### src/rtl/exu.sv
// Execute unit: single-cycle ALU ops, bit-serial shifts, registered writeback.
// Forwards its pending writeback to a dependent bundle; sticky trap on bad bundle.
package exu_pkg;
  localparam int DW = 32;
  localparam int RW = 5;
  localparam logic [2:0] FU_ALU = 3'd1;

  typedef struct packed {
    logic          invld_instr;
    logic          use_rd;
    logic          use_imm;
    logic          use_rs2;
    logic          use_rs1;
    logic [3:0]    alu_op;
    logic [2:0]    fu_id;
    logic [DW-1:0] imm;
    logic [DW-1:0] rs2_val;
    logic [DW-1:0] rs1_val;
    logic [RW-1:0] rd;
    logic [RW-1:0] rs2;
    logic [RW-1:0] rs1;
  } dyn_instr_t;

  localparam int DYN_W = $bits(dyn_instr_t);
endpackage

module exu
  import exu_pkg::*;
#(
  parameter int DATA_WIDTH     = DW,
  parameter int RD_LEN_STA     = RW,
  parameter int DYN_INST_WIDTH = DYN_W
) (
  input  logic                      clk,
  input  logic                      rst_n,
  input  logic [DYN_INST_WIDTH-1:0] dyn_instr_idu_i,
  input  logic                      dyn_vld_idu_i,
  output logic                      dyn_rdy_idu_o,
  output logic [RD_LEN_STA-1:0]     rd_exeu_o,
  output logic [DATA_WIDTH-1:0]     wrtbck_dat_exeu_o,
  output logic                      wrtbck_en_exeu_o,
  output logic                      busy_o,
  output logic                      trap_o
);

  typedef enum logic [1:0] {IDLE, SHIFT, WB} state_t;

  state_t state, state_n;
  dyn_instr_t ins;

  logic accept, bad, take, go_sh, go_wb;
  logic fwd1, fwd2, op_ok, is_shift;
  logic lt_s, lt_u, wb_go_en;
  logic [DATA_WIDTH-1:0] opa, opb, alu_res;
  logic [DATA_WIDTH-1:0] sh_reg, sh_nxt;
  logic [4:0] cnt, shamt;
  logic sh_right, sh_arith, pend_en;
  logic [RD_LEN_STA-1:0] pend_rd;

  assign ins = dyn_instr_t'(dyn_instr_idu_i);

  assign dyn_rdy_idu_o = (state != SHIFT) && !trap_o;
  assign busy_o = (state == SHIFT);
  assign accept = dyn_vld_idu_i && dyn_rdy_idu_o;

  // wrtbck_en already excludes x0, so a zero index never forwards
  assign fwd1 = (state == WB) && wrtbck_en_exeu_o
             && ins.use_rs1 && (ins.rs1 == rd_exeu_o);
  assign fwd2 = (state == WB) && wrtbck_en_exeu_o
             && ins.use_rs2 && (ins.rs2 == rd_exeu_o);

  assign opa = fwd1 ? wrtbck_dat_exeu_o : ins.rs1_val;
  assign opb = ins.use_imm ? ins.imm
             : (fwd2 ? wrtbck_dat_exeu_o : ins.rs2_val);
  assign shamt = opb[4:0];

  assign lt_s = $signed(opa) < $signed(opb);
  assign lt_u = opa < opb;

  always_comb begin
    alu_res  = '0;
    op_ok    = 1'b1;
    is_shift = 1'b0;
    case (ins.alu_op)
      4'b0000: alu_res = opa + opb;
      4'b1000: alu_res = opa - opb;
      4'b0001,
      4'b0101,
      4'b1101: begin
        is_shift = 1'b1;
        alu_res  = opa;
      end
      4'b0010: alu_res = {{(DATA_WIDTH-1){1'b0}}, lt_s};
      4'b0011: alu_res = {{(DATA_WIDTH-1){1'b0}}, lt_u};
      4'b0100: alu_res = opa ^ opb;
      4'b0110: alu_res = opa | opb;
      4'b0111: alu_res = opa & opb;
      default: op_ok = 1'b0;
    endcase
  end

  assign bad = ins.invld_instr || (ins.fu_id != FU_ALU) || !op_ok;
  assign take = accept && !bad;
  assign go_sh = take && is_shift && (shamt != 5'd0);
  assign go_wb = take && !go_sh;
  assign wb_go_en = ins.use_rd && (ins.rd != '0);

  assign sh_nxt = sh_right
    ? {sh_arith & sh_reg[DATA_WIDTH-1], sh_reg[DATA_WIDTH-1:1]}
    : {sh_reg[DATA_WIDTH-2:0], 1'b0};

  always_comb begin
    state_n = state;
    unique case (1'b1)
      state == SHIFT: if (cnt == 5'd1) state_n = WB;
      accept && bad:  state_n = IDLE;
      go_sh:          state_n = SHIFT;
      go_wb:          state_n = WB;
      default:        state_n = IDLE;
    endcase
  end

  always_ff @(posedge clk or negedge rst_n) begin
    if (!rst_n) begin
      state             <= IDLE;
      rd_exeu_o         <= '0;
      wrtbck_dat_exeu_o <= '0;
      wrtbck_en_exeu_o  <= 1'b0;
      trap_o            <= 1'b0;
      sh_reg            <= '0;
      cnt               <= '0;
      sh_right          <= 1'b0;
      sh_arith          <= 1'b0;
      pend_rd           <= '0;
      pend_en           <= 1'b0;
    end else begin
      state            <= state_n;
      wrtbck_en_exeu_o <= 1'b0;
      if (accept && bad) trap_o <= 1'b1;
      if (go_sh) begin
        sh_reg   <= opa;
        cnt      <= shamt;
        sh_right <= ins.alu_op[2];
        sh_arith <= ins.alu_op[3];
        pend_rd  <= ins.rd;
        pend_en  <= wb_go_en;
      end
      if (go_wb) begin
        rd_exeu_o         <= ins.rd;
        wrtbck_dat_exeu_o <= alu_res;
        wrtbck_en_exeu_o  <= wb_go_en;
      end
      if (state == SHIFT) begin
        sh_reg <= sh_nxt;
        cnt    <= cnt - 5'd1;
        if (cnt == 5'd1) begin
          rd_exeu_o         <= pend_rd;
          wrtbck_dat_exeu_o <= sh_nxt;
          wrtbck_en_exeu_o  <= pend_en;
        end
      end
    end
  end

endmodule

### config.mk
export PLATFORM = sky130hd
export DESIGN_NAME = exu
export DESIGN_NICKNAME = d
export VERILOG_FILES = /design/src/rtl/exu.sv
export SDC_FILE = /design/constraint.sdc
export NUM_CORES = 1
export LEC_CHECK = 0
export CAP_MARGIN = 20
export CORE_AREA = 8 8 159 161
export DETAILED_ROUTE_END_ITERATION = 8
export DIE_AREA = 0 0 167 169
export GPL_ROUTABILITY_DRIVEN = 0
export MAX_ROUTING_LAYER = met4
export PLACE_DENSITY_LB_ADDON = 0.3
export SKIP_CTS_REPAIR_TIMING = 1
export SYNTH_ARGS = -nofsm -noshare
export SYNTH_HDL_FRONTEND = slang
export SYNTH_SLANG_ARGS = --single-unit
### constraint.sdc
create_clock -name clk -period 5.56 [get_ports clk]
set_input_delay 1.112 -clock clk [delete_from_list [all_inputs] [get_ports clk]]
set_output_delay 1.112 -clock clk [all_outputs]
set_load 0.03 [all_outputs]
==> metrics.md <==
| Metric | Value |
|---|---|
| Cell count after synthesis | ~1300 |
| Die area | 28200 um^2 |
| Cell Pwr Density | around 190 nW/um^2 |
| Sequential share of the synthesized area | 0.206 |
| Final nets | between 1500 and 2000 |
| First-pass GRT wire length | ~61000 um |
| CTS Root Cell | clkbuf_16 |
| CP max-delay cell | clkdlybuf4s50_1 |
| Ys async rst share | 1.00 |
| CTS tree | yes |
| Tot Pwr | between 2000 and 3000 uW |
| Final WL | 38000 um |
| Hold Path Depth | 2 |
| Crit-path cells | clkdlybuf4s50_1 > xnor2_1 > nand4_1 > nor4_4 > buf_6 > mux2_2 > a21oi_1 > buf_4 > inv_1 > buf_4 > ha_1 > nor2_1 > a211oi_1 > o41a_1 > a22o_4 > o211ai_1 > and2_4 > o21ai_1 > xor2_1 > a221oi_2 > o22ai_1 |
| Starting Density | 0.457 |
| Buffers on Ports | between 150 and 200 |
| Mux contribution to synthesized area | 0.108 |
| Synth Register Bits | 86 |
| Max Cap Violations | 0 |
| IO Pins | 167 |
| Final hold violation count | 0 |
| Setup Crit Path Kind | in -> reg |
| WP data arrival | 5.60 ns |
| Post-route ant nets | 0 |
| RR Endpoint | wrtbck_dat_exeu_o[26]$_DFF_PN0_ |
| Clock sink total | 86 |
| Finished Core Util | 0.607 |
| Main synth FF type | dfrtp_1 |
| Total gr overflow | 0 |
| GRT Overall Usage | 0.270 |
| R2R setup slack | 0.92 ns |
| Max stage delay on crit path | approximately 0.47 ns |
| P_leak | 0.00607 uW |
| Dpl ws | -0.234 ns |
| Fin worst setup slack | roughly 0.20 ns |
| Leading area contributor after synthesis | dfrtp_1 |
| R2R cell count | 20 |
| Worst Path Max Fanout | 6 |
| Initial antenna violation count | 0 |
| Post-Synth Simple-Gate Area | 0.154 |
| Vias per cell | about 6 |
| Drt first pass iters | 6 |
| Max layer used | met4 |
| Hold_sp | pend_en$_DFFE_PN0P_ |
| Initial DRC count | ~1000 |
| Post-route DRC | 0 |
| Delay-heaviest family, CP | compound AO/OA/AOI/OAI gates |
| Worst Path Buf+Inv | 5 |
| Vias in the first global route | between 10000 and 15000 |
| Wire length on met2 | about 18000 um |
| Routed len/inst | just over 20 um |
| Die H | roughly 170 um |
| Yosys top cell area share | 0.206 |
| Maximum VDD drop | 0.000150 V |
| Max Freq | between 0.15 and 0.2 GHz |
| Finished Cell Area | ~14000 um^2 |
| Worst reg2reg startpoint | rd_exeu_o[0]$_DFF_PN0_ |
| Die Wd | roughly 170 um |
| Via count | roughly 11000 |
| Yosys cell types | 77 |
| Clock Tree Buf Depth | 2 |
| Post-synth EDFFs | 0 |
| Met3 wire len | approximately 2500 um |
| Synth Area in XOR/XNOR | 0.0293 |
| Pin count of the biggest net entering global routing | 60 |
| Core area | roughly 23000 um^2 |
| Clock skew | about 0.0047 ns |
| Hold EP | pend_en$_DFFE_PN0P_ |
| Mapped Area | 10500 um^2 |
| Rows | 56 |
| Final setup viols | 0 |
| Slew margin rel. | 0.264 |
| Worst skew pair latency | between 0.3 and 0.4 ns |
| Hold Path Class | reg -> reg |
| Area Overhead vs Synth | 32.9% |
| Layout cells sized above 1 | 0.165 |
| Reg clk slew, reported paths | around 0.070 ns |
| Area contributors post-synth | dfrtp_1, ha_1, mux2i_1, nand2_1, o21ai_0 |
| Routed length on met1 | around 16000 um |
| Crit end category | flop |
| Ys Warns | 0 |
| HPWL Detailed | roughly 29000 um |
| Status | complete, no violations |
| Avg Inst Size Synth | slightly below 8 um^2 |
| CP Data Required Time | between 5 and 6 ns |
| Post-Syn Nets | between 1500 and 2000 |
| Final period util | 0.964 |
| Inserted Clock Buffers | 9 |
| Area after DPL | between 10000 and 15000 um^2 |
| Max Slew Vio Count | 0 |
| Synth Area in Adders | 0.141 |
| Ant diodes | 0 |
| Min Clock Period, post-route | between 5 and 6 ns |
| Worst-Margin Slew | 1.10 ns |
| Final setup TNS | 0 ns |
| Synth Area in Compound Gates | 0.285 |
| Type of origin of the critical path | primary input |
| CTS HTree Levels | 3 |
| Crit-path most repeated cell | buf_4 |
| Largest family of logic cells by synthesized area | compound AO/OA/AOI/OAI gates |
[cells by family (layout without fill, tap and decap cells)]
logic type / Yosys count / after routing
xor gates and xnor gates: 35 / 35
and+or+nand+nor: 342 / 342
AOI/OAI and AO/OA: 432 / 432
adders and majority gates: 117 / 117
buffers and inverters: 204 / 462
DFF: 86 / 86
muxes: 110 / 110
[layout make-up]
type | instances | area [um^2]
clock buffers | 10 | 229
fillers | 2033 | 9010
multi-input cells | 1036 | 7690
repair buffers | 337 | 2970
inverters | 109 | 409
flip-flops and latches | 86 | 2150
clock inverters | 6 | 92.6
well taps | 290 | 363
[stage by stage]
step | hold slack (ns) | cells
4_1_cts | 0.503 | 1870
3_5_place_dp | 0.485 | 1854
6_report | 0.499 | 1874
2_1_floorplan | 0.450 | 1326
3_3_place_gp | 0.460 | 1854
5_1_grt | 0.523 | 1874
[synthesized netlist by cell type, drive strengths merged, types with 23 or more instances]
master,count
nor3,23
ha,115
clkbuf,69
o221ai,43
mux2i,89
a221oi,34
xnor2,26
a21oi,83
nor2,85
inv,107
buf,26
dfrtp,86
o21ai,104
o211ai,23
nand2,136
[where the power goes]
part           total [uW]  switching (uW)  internal (uW)
Combinational        1120             600            523
Clock                 696             298            399
Sequential            792            85.8            706
[layer usage]
layer	vias to the layer above	global-route usage
li1	5351	-
met1	5430	0.329
met2	487	0.447
met3	94	0.0342
met4	0	0.110
met5	-	-
[cells in the final DEF (no fill, tap or decap), types with 6 or more instances in the layout]
cell type        netlist  final
a21oi_1               80     77
o21a_1                 7      7
nor2b_1                6      6
nor3_1                23     22
nand2b_1              18     18
ha_1                 115    111
and3_1                 8      8
dfrtp_1               86     86
buf_4                  2    168
nand4_1               11     11
nand3_1               14     14
o21bai_1               9      9
nor2_1                85     84
o2111ai_1              6      6
clkbuf_16              0      9
mux2_2                21     21
nand2_1              136    136
a31oi_1               12     11
o211ai_1              23     23
o21ai_0               98     91
xor2_1                 9      9
xnor2_1               26     26
o21ai_1                5     12
o22ai_1               16     16
nand3b_1               6      6
o221ai_1              43     42
a211oi_1              19     17
a21o_1                20     20
mux2i_1               89     89
inv_1                107    106
clkdlybuf4s50_1        0    163
a221oi_1              32     31
or3_1                  6      6
o31ai_1               10      9
[worst min-delay path, cell delays in order, from the launching register on]
cell     delay, ns
dfrtp_1       0.36
nand2_1       0.05
o21ai_0       0.06
[how the worst max path moves through the flow]
stage          depth (start not counted)                               to                from
2_1_floorplan                         17   wrtbck_dat_exeu_o[0]$_DFF_PN0_  dyn_instr_idu_i[6]
3_3_place_gp                          21  wrtbck_dat_exeu_o[26]$_DFF_PN0_  dyn_instr_idu_i[6]
3_5_place_dp                          21  wrtbck_dat_exeu_o[26]$_DFF_PN0_  dyn_instr_idu_i[5]
4_1_cts                               21  wrtbck_dat_exeu_o[26]$_DFF_PN0_  dyn_instr_idu_i[5]
5_1_grt                               23  wrtbck_dat_exeu_o[24]$_DFF_PN0_  dyn_instr_idu_i[5]
6_report                              21  wrtbck_dat_exeu_o[26]$_DFF_PN0_  dyn_instr_idu_i[5]
(Power assumes the default switching activity.)
==> RTL change 1, RTL diff (config.mk and constraints unchanged) <==
`DW`: 32 -> 24.
--- a/src/rtl/exu.sv
+++ b/src/rtl/exu.sv
@@ -2,5 +2,5 @@
 // Forwards its pending writeback to a dependent bundle; sticky trap on bad bundle.
 package exu_pkg;
-  localparam int DW = 32;
+  localparam int DW = 24;
   localparam int RW = 5;
   localparam logic [2:0] FU_ALU = 3'd1;
Interface: changed (resized dyn_instr_idu_i and wrtbck_dat_exeu_o); port bits go from 167 to 135. No check against the original RTL was run, so the function may have changed too.
==> RTL change 1 against the original RTL <==
  * Cell area shrank 24%
  * Area after synthesis shrank 22%
  * Power shrank 29%
  * Routed wire length shrank 18%
  * Sequential cell count shrank 16
  * Synthesized cell count shrank 25%
  * Register-to-register slack gained 200 ps
  * Combinational power shrank 40%
  * Clock skew grew 2.6 ps
  * Largest power group unchanged
  * Largest cell class unchanged
  * Global-route usage shrank 4.5 points
  * Critical endpoint is now wrtbck_dat_exeu_o[18]
  * Setup slack gained 170 ps
  * Clock power shrank 7.0%
==> RTL change 1: results (changes against the original RTL) <==
- Crit-path max FO: 8 (+2)
- List of most frequent post-synthesis cells: 93 x nand2_1, 84 x inv_1, 83 x ha_1
- Drt wl/cell: 21.42 µm (+5.7%)
- Hold Slack: 488.2 ps (-10.89 ps)
- Lkg Pwr: 4.481 nW (-26%)
- Crit path max-delay cell type: fa_1
- Dpl cells: 1440 (-22%)
- HPWL Detailed: 23400 µm (-19%)
- Largest cells by area after synthesis: dfrtp_1 22%, ha_1 13%, mux2i_1 7.6%
- # diodes: 0 (unchanged)
- Clock Tree Root: clkbuf_16
- Initial antenna violation count: 0 (unchanged)
- Skew-Pair Late Insertion Delay: 350 ps
- Post-Syn Nets: 1185 (-24%)
- Maximum root-to-sink buffer count: 2 (unchanged)
- Avg Vias per Cell: 5.901 (-2.7%)
- GRT Total Usage: 22.44% (-4.5 points)
- Worst Hold End: pend_en
- Worst-path clk slew: 60 ps
- Syn. warnings: 0 (unchanged)
- Max Clock Skew: 7.357 ps (+2.636 ps)
- Hold path start: pend_en
- Seq/Total Area, Yosys: 21.58% (+1.0 points)
- R2R cell count: 18 (-10%)
- End point of the critical path: wrtbck_dat_exeu_o[18]
- Via count of the first global-routing pass: 8835 (-24%)
- Num CTS Buffers: 9 (unchanged)
- Finish-stage setup viols: 0 (unchanged)
- Fillers: 2215 (+9.0%)
- Dpl ws: -103.5 ps (+130.2 ps)
- Post-synth ARST share: 100.0% (unchanged)
- CP Launch Point: dyn_instr_idu_i[7]
- H-tree depth: 3 (unchanged)
- Pre-antenna DRT Iters: 6 (unchanged)
- Crit-path leading delay family: compound AO/OA/AOI/OAI gates
- Main synth FF type: dfrtp_1
- Syn Area/Cell: 8.134 µm² (+3.1%)
- Via count: 8592 (-24%)
- Measured slew at the worst slew-check pin: 1001 ps (-103.4 ps)
- Layout cell share with drive strength beyond 1: 11.66% (-4.9 points)
- Pin count of the biggest net entering global routing: 71 (+18%)
- CP peak stage delay: 460 ps
- Number of DRC markers in iteration 0: 660 (-37%)
- Netlist cell types: 75 (-2.6%)
- Worst R2R Setup Slack: 1120 ps (+200 ps)
- NumNets Final: 1348 (-26%)
- Hold crit path type: reg2reg
- Worst vdd ir: 0.1310 mV (-13%)
- Status: finished, final reports clean
- F_max: 192.8 MHz (+3.3%)
- Port bufs: 134 (-19%)
- Hold Path Stages: 2 (unchanged)
- Crit path DAT: 5400 ps (-200 ps)
- First-pass GRT wire length: 49370 µm (-18%)
- Placed Area: 0.01020 mm² (-24%)
- Worst R2R Start: rd_exeu_o[2]
RTL change 1: cell types whose count changed after synthesis, moves of 11 or more:
| cell | change |
|---|---|
| nand2_1 | -43 |
| o21ai_0 | -35 |
| ha_1 | -32 |
| mux2i_1 | -27 |
| a21oi_1 | -23 |
| inv_1 | -23 |
| nor2_1 | -23 |
| clkbuf_1 | -22 |
| dfrtp_1 | -16 |
| a21o_1 | -13 |
| a221oi_1 | -13 |
| nor3_1 | -11 |
| xnor2_1 | -11 |
RTL change 1: logic make-up after synthesis:
kind of cell / after synthesis / synth area share [%]
buf+inv: 149 / 7.475
mux: 77 / 9.726
fa+ha+maj: 85 / 13.29
xor+xnor: 23 / 2.482
compound gates: 331 / 29.32
simple gates: 263 / 16.14
flops: 70 / 21.58
RTL change 1: power by group:
group / leakage, nW / internal (mW) / switching [mW] / total (mW)
Combinational: 3.35 / 0.299 / 0.378 / 0.677
Sequential: 0.967 / 0.521 / 0.0139 / 0.535
Clock: 0.160 / 0.395 / 0.252 / 0.647
RTL change 1: layout make-up:
class                      instances  area (µm²)  share of cell area, %
clock buffer                       9       225.2                  2.140
inverter                          84       315.3                  2.996
multi-input combinational        779        5777                  54.90
tap                              290       362.8                  3.448
sequential                        70        1752                  16.65
timing repair buffer             217        1994                  18.95
clock inverter                     7       96.34                 0.9156
RTL change 1: per-layer routing:
layer | GRT usage, % | part of all wire, % | vias up
li1 | - | - | 4022
met1 | 27.55 | 42 | 4127
met2 | 36.94 | 48 | 379
met3 | 3.354 | 6.9 | 64
met4 | 8.461 | 2.9 | 0
met5 | - | 0 | -
==> RTL change 2, RTL diff (config.mk and constraints unchanged) <==
Without the edit above. Remove the case item `4'b0000` of the case on `ins.alu_op`.
--- a/src/rtl/exu.sv
+++ b/src/rtl/exu.sv
@@ -83,5 +83,4 @@
     is_shift = 1'b0;
     case (ins.alu_op)
-      4'b0000: alu_res = opa + opb;
       4'b1000: alu_res = opa - opb;
       4'b0001,
Check against the original RTL: not equivalent (Yosys sat finds a counterexample within 4 cycles, from zero or initial values and one cycle with rst_n low).
==> RTL change 2 against the original RTL <==
  * Via count is 19% lower
  * Power is 9.6% lower
  * Area after synthesis is 14% lower
  * Routed wire length is 17% lower
  * Sequential cell count stayed put
  * Setup slack better by 39 ps
  * Critical endpoint is now wrtbck_dat_exeu_o[0]
  * Cell area is 16% lower
==> RTL change 2: results (changes against the original RTL) <==
- Inverters: 92 (-16%)
- Met1 Wirelength: 13700 µm (-14%)
- Post-Synth XOR/XNOR Area: 3.202% (+0.27 points)
- Measured slew at the worst slew-check pin: 1053 ps (-50.48 ps)
- Clock-cell share of area: 2.970% (+0.66 points)
- DR WL met3: 1980 µm (-20%)
- List of most frequent post-synthesis cells: 110 x nand2_1, 95 x nor2_1, 94 x ha_1
- Post-Syn Nets: 1326 (-15%)
- Worst Hold End: pend_rd[2]
- NonClk Buf Share: 18.42% (-2.9 points)
- Worst vdd ir: 0.09474 mV (-37%)
- Worst R2R End: wrtbck_dat_exeu_o[0]
- Met1 usage: 28.38% (-4.5 points)
- Number of DRC markers in iteration 0: 762 (-27%)
- GRT Total Usage: 22.62% (-4.3 points)
- Hold path start: pend_rd[2]
- Complex-gate fraction of the synthesized area: 26.42% (-2.1 points)
- Lkg Pwr: 5.421 nW (-11%)
- Multi-In Gates: 857 (-17%)
- Largest cells by area after synthesis: dfrtp_1 24%, ha_1 13%, mux2i_1 10%
- Met3 GRT Util: 2.586% (-0.84 points)
- Pre-antenna DRT Iters: 6 (unchanged)
- Crit-path max FO: 5 (-1)
- Status: finished, final reports clean
- Minimum clock period: 5319 ps (-39.42 ps)
- CP Launch Point: dyn_instr_idu_i[8]
- Avg Vias per Cell: 5.886 (-2.9%)
- Drt wl/cell: 20.13 µm (-0.68%)
- HPWL Detailed: 23040 µm (-20%)
- Placed Area: 0.01128 mm² (-16%)
- Layout cell share with drive strength beyond 1: 9.204% (-7.3 points)
- Bufs w/o clock: 231 (-31%)
- Power Dens Cells: 203.1 mW/mm² (+8.1%)
- Worst R2R Setup Slack: 970 ps (+50 ps)
- Dpl ws: -123.2 ps (+110.4 ps)
- NumNets Final: 1498 (-18%)
- Pin count of the biggest net entering global routing: 70 (+17%)
- Syn-to-layout area delta: 28.82%
- Footprint of the multi-input gates: 0.006280 mm² (-18%)
- Via count: 9253 (-19%)
- R2R cell count: 17 (-15%)
- Seq/Total Area, Yosys: 23.84% (+3.3 points)
- M2 GR Usage: 37.32% (-7.4 points)
- Hold Slack: 484.4 ps (-14.71 ps)
- Via count of the first global-routing pass: 9241 (-20%)
- Max Clock Skew: 8.172 ps (+3.451 ps)
- CTS sink count: 86 (unchanged)
- Crit path DAT: 5580 ps (-20 ps)
- Adder-Cell Fraction of Synth Area: 13.25% (-0.89 points)
- Multiplexer area fraction after synthesis: 11.21% (+0.44 points)
- Fillers: 2134 (+5.0%)
- Worst R2R Start: rd_exeu_o[3]
- Met2 WL post-DR: 15260 µm (-17%)
- Dpl cells: 1556 (-16%)
RTL change 2: cell types whose count changed in the layout (fill, tap and decap cells not counted), sizes merged, moves of 12 or more:
cell / change
a211oi: -13
a21o: -16
a21oi: -29
a221oi: -12
buf: -107
ha: -21
inv: -16
mux2: -14
nand2: -24
o21a: +18
o21ai: -44
RTL change 2: worst max-delay path: stages:
cell and delay, ps:
clkdlybuf4s50_1 470, xor2_1 190, and4bb_2 270, nand2_2 150
mux2_1 340, mux2_2 300, ha_1 320, o21bai_1 110
a211oi_1 290, buf_4 170, a311o_1 150, o21ai_1 90
a31oi_2 270, o31ai_2 130, a211oi_2 290, o22ai_1 180
or4_1 510, a221oi_2 250
RTL change 2: power breakdown:
group          leakage [nW]  internal, mW  switching [mW]
Combinational          4.32         0.388           0.440
Clock                 0.166         0.442           0.296
Sequential            0.936         0.707          0.0881
Total                  5.42          1.54           0.824
